<file path="config.mk">
export PLATFORM = sky130hd
export DESIGN_NAME = sll8
export DESIGN_NICKNAME = d
export VERILOG_FILES = /design/src/rtl/alu_pkg.sv /design/src/rtl/sll8_stage.sv /design/src/rtl/sll8.sv
export SDC_FILE = /design/constraint.sdc
export NUM_CORES = 1
export LEC_CHECK = 0
export CORE_MARGIN = 4
export CORE_UTILIZATION = 43
export DETAILED_ROUTE_END_ITERATION = 10
export GPL_ROUTABILITY_DRIVEN = 0
export PLACE_DENSITY_LB_ADDON = 0.12
export SYNTH_ARGS = -nofsm -noshare
export SYNTH_HDL_FRONTEND = slang
export SYNTH_HIERARCHICAL = 1
export SYNTH_SLANG_ARGS = --single-unit
</file>
<file path="constraint.sdc">
create_clock -name clk -period 1 [get_ports clk]
set_clock_uncertainty 0.2 [all_clocks]
set_input_delay 0.2 -clock clk [delete_from_list [all_inputs] [get_ports clk]]
set_output_delay 0.2 -clock clk [all_outputs]
set_load 0.05 [all_outputs]
</file>
<file path="src/rtl/alu_pkg.sv">
// alu_pkg: shared constants and types for the datapath ALU shift unit
//   WIDTH      operand/result width
//   SHAMT_LOG2 number of log shift stages (bits of B that select a distance)
//   word_t     WIDTH-bit unsigned vector
package alu_pkg;
    localparam int WIDTH = 8;
    localparam int SHAMT_LOG2 = 3;
    typedef logic [WIDTH-1:0] word_t;
endpackage

</file>
<file path="src/rtl/sll8_stage.sv">
// sll8_stage: one mux layer of the log shifter, shifts left by K when sel is set
//   sel  in  1      apply the shift
//   d    in  WIDTH  stage input
//   q    out WIDTH  d << K (zero-filled) when sel, else d
module sll8_stage #(
    parameter int WIDTH = 8,
    parameter int K = 1
) (
    input  logic             sel,
    input  logic [WIDTH-1:0] d,
    output logic [WIDTH-1:0] q
);
    always_comb q = sel ? {d[WIDTH-1-K:0], {K{1'b0}}} : d;
endmodule

</file>
<file path="src/rtl/sll8.sv">
// sll8: registered logical left shifter, C <= A << B one cycle after in_valid
//   clk       in  1      rising-edge clock
//   rst_n     in  1      asynchronous active-low reset
//   in_valid  in  1      sample A/B on this edge
//   A         in  WIDTH  operand
//   B         in  WIDTH  unsigned shift amount; B >= WIDTH gives zero
//   C         out WIDTH  registered result
//   out_valid out 1      C holds the result of the previous cycle's request
module sll8
    import alu_pkg::*;
#(
    parameter int WIDTH = alu_pkg::WIDTH
) (
    input  logic             clk,
    input  logic             rst_n,
    input  logic             in_valid,
    input  logic [WIDTH-1:0] A,
    input  logic [WIDTH-1:0] B,
    output logic [WIDTH-1:0] C,
    output logic             out_valid
);
    logic [WIDTH-1:0] st [0:SHAMT_LOG2];
    logic [WIDTH-1:0] res;

    assign st[0] = A;

    genvar i;
    generate
        for (i = 0; i < SHAMT_LOG2; i++) begin : g_stage
            sll8_stage #(.WIDTH(WIDTH), .K(1 << i)) u_stage (
                .sel(B[i]),
                .d  (st[i]),
                .q  (st[i+1])
            );
        end
    endgenerate

    // Any upper bit of B means the distance is at least WIDTH: nothing survives.
    always_comb res = |B[WIDTH-1:SHAMT_LOG2] ? '0 : st[SHAMT_LOG2];

    always_ff @(posedge clk or negedge rst_n) begin
        if (!rst_n) begin
            C         <= '0;
            out_valid <= 1'b0;
        end else begin
            out_valid <= in_valid;
            if (in_valid) C <= res;
        end
    end
endmodule

</file>
==> impl_metrics.toml <==
[power]
finalPower_w = 0.000965
p_leak_nw = 0.533
p_per_area_nw_per_um2 = 820
ir_drop_v = 0.000399

[floorplan]
pin_count = 28
dieArea_sq_um = 2470
chipWidth_um = 49.7
rows = 14
dieHeight_um = 49.7
start_util_pct = 47.5
coreArea_sq_um = 1580

[status]
violations = "negative setup slack"
status = "finished with violations"

[routing]
drt_wl_total_um = 1480
ant_nets = 0
dr.pass1.iters = 3
post-route-drc-count = 0
drtIter0Drc = 3
num_vias = 577
wl_per_cell_um = 13.3
avgViaCountPerCell = 5.20

[global_routing]
grt_start_max_net_pins = 10
grt_pass1_vias = 547
antenna_found_initial = 0
grtUsageTotal_pct = 13.2
grt_pass1_wl_um = 2380
grt_overflow = 0

[placed_design]
placed_cells = 105
dpl.hpwl_um = 1220
postPlaceCellArea_sq_um = 1150
port_buffers = 27

[cts]
cts.sinks = 9
clock_path_buffers = 2
clk_pin_slew_ps = 60
clk_latency_ps = 250
numCtsBuffers = 3
cts_tree = "done"
cts-root-buf = "clkbuf_4"
htreeDepth = 1

[critical_path]
crit_family = "multiplexers"
critPathLaunchType = "input pin"
path_max_fanout = 8
cpMaxStageDelayCell = "mux2_4"
end_kind = "flip-flop"
cp.arrival_ps = 1420
crit_chain = "buf_12 > mux2_4 > mux2_4 > mux2_4 > or3b_4 > o22ai_1"
path_common_cell = "mux2_4"
crit_buf_inv = 1
max_stage_delay_ps = 290
worstPathRequired_ps = 930
crit_type = "input pin to flip-flop"

[timing]
fmax_mhz = 673
finalCritPeriodShare_pct = 149
hold-worst-slack_ps = 64.9
drv_slew = 0
setup_viol = 17
finalCriticalPeriod_ps = 1490
max_slew_margin_pct = 77.6
fin_setup_tns_ps = -5470
timing.final.ws_setup_ps = -485
rsz0062_at_grt = "yes"
hold_violations = 0
worstMarginPinSlew_ps = 336

[synth]
syn-num-nets = 82
netlist_instances = 63
synth_cell_types = 10
yosys_warnings = 6
synthesis.area_sq_um = 748
synth.top_cell.area_share_pct = 34.1
syn_avg_cell_area_sq_um = 11.9
yosysTopAreaCell = "mux2_4"
synth-seq-cells = 9
synth_seq_area_share_pct = 30.1
yosys-top-cells-area = "mux2_4 (34%), dfrtp_1 (30%), or3b_2 (9.4%)"

[job]
max_cap_viol_count = 0

[layout]
final_layout_size_suffix_gt1_share_pct = 69.5
area_growth_pct = 57.2
nNetsFinal = 115
fin_area_sq_um = 1180
final_cells = 111
antenna_cells = 0

[min_path]
hp-class = "input pin to async pin"
## registers in the layout, indices dropped and copies added, names as in the netlist
register / cells
C: 8
out_valid: 1
## per-layer routing
metal / routed length (um) / share of wire, % / global-route usage (%)
met1: 511 / 35 / 11.8
met3: 79 / 5.3 / 2.41
met5: 0 / 0 / 0
met4: 27 / 1.8 / 11.1
met2: 860 / 58 / 24.9
## cells in the mapped netlist
library cell  number
inv_1              8
o22ai_1            8
buf_4              1
dfrtp_1            9
or4b_1             1
or3b_2             8
buf_2              1
mux2_4            17
and2b_2            7
buf_6              3
## placed cells by master (no fill, tap or decap)
cell type | Yosys | layout
and2b_2 | 7 | 7
buf_12 | 0 | 11
buf_2 | 1 | 7
buf_4 | 1 | 4
buf_6 | 3 | 1
clkbuf_1 | 0 | 1
clkbuf_4 | 0 | 3
clkdlybuf4s15_1 | 0 | 2
clkdlybuf4s50_1 | 0 | 7
dfrtp_1 | 9 | 3
dfrtp_2 | 0 | 6
dlygate4sd2_1 | 0 | 1
inv_1 | 8 | 8
mux2_4 | 17 | 17
o22ai_1 | 8 | 7
o22ai_2 | 0 | 1
or3b_2 | 8 | 2
or3b_4 | 0 | 6
or4b_4 | 0 | 1
## what timing repair did
action,4_1_cts,5_1_grt
setup endpoints to repair,17,17
buffers inserted,2,1
pin swaps,2,0
hold buffers,0,0
gates resized for setup,46,0
## worst paths after layout
check                                  from  slack [ps]             endpoint  cells after the start
max reg2reg                C[5]$_DFFE_PN0P_         -90     C[5]$_DFFE_PN0P_                      4
min                                   rst_n          60  out_valid$_DFF_PN0_                      2
max in group asynchronous             rst_n         420     C[1]$_DFFE_PN0P_                      2
max                                    B[0]        -490     C[5]$_DFFE_PN0P_                      6
min reg2reg                C[0]$_DFFE_PN0P_         370     C[0]$_DFFE_PN0P_                      2
min in group clk           C[0]$_DFFE_PN0P_         370     C[0]$_DFFE_PN0P_                      2
## cell families (layout without fill, tap and decap cells)
kind of cell / after synthesis / count (layout) / share of synthesized area, %
flops: 9 / 9 / 30.1
mux: 17 / 17 / 34.1
simple gates: 16 / 16 / 18.9
buf+inv: 13 / 45 / 10.2
compound gates: 8 / 8 / 6.69
## power breakdown
group | switching [W] | leakage [nW] | internal, W
logic | 0.000107 | 0.405 | 0.000215
clock network | 0.000115 | 0.0150 | 0.000153
registers | 0.00000475 | 0.113 | 0.000369
total | 0.000227 | 0.533 | 0.000737
## final cells by class
cell class / instances / area (sq um)
well taps: 16 / 20.0
multi-input cells: 41 / 472
clock buffers: 4 / 26.3
flip-flops and latches: 9 / 233
fillers: 112 / 400
inverters: 8 / 30.0
repair buffers: 33 / 395
## metrics by stage
| step | util, % | worst slack [ps] |
|---|---|---|
| after floorplan | - | -676 |
| after global placement | 73.3 | -1250 |
| after detailed placement | 73.3 | -1270 |
| after CTS | 74.1 | -476 |
| after global routing | 74.6 | -486 |
| final | 74.6 | -485 |
Note: power is estimated with default switching activity, not from simulation.
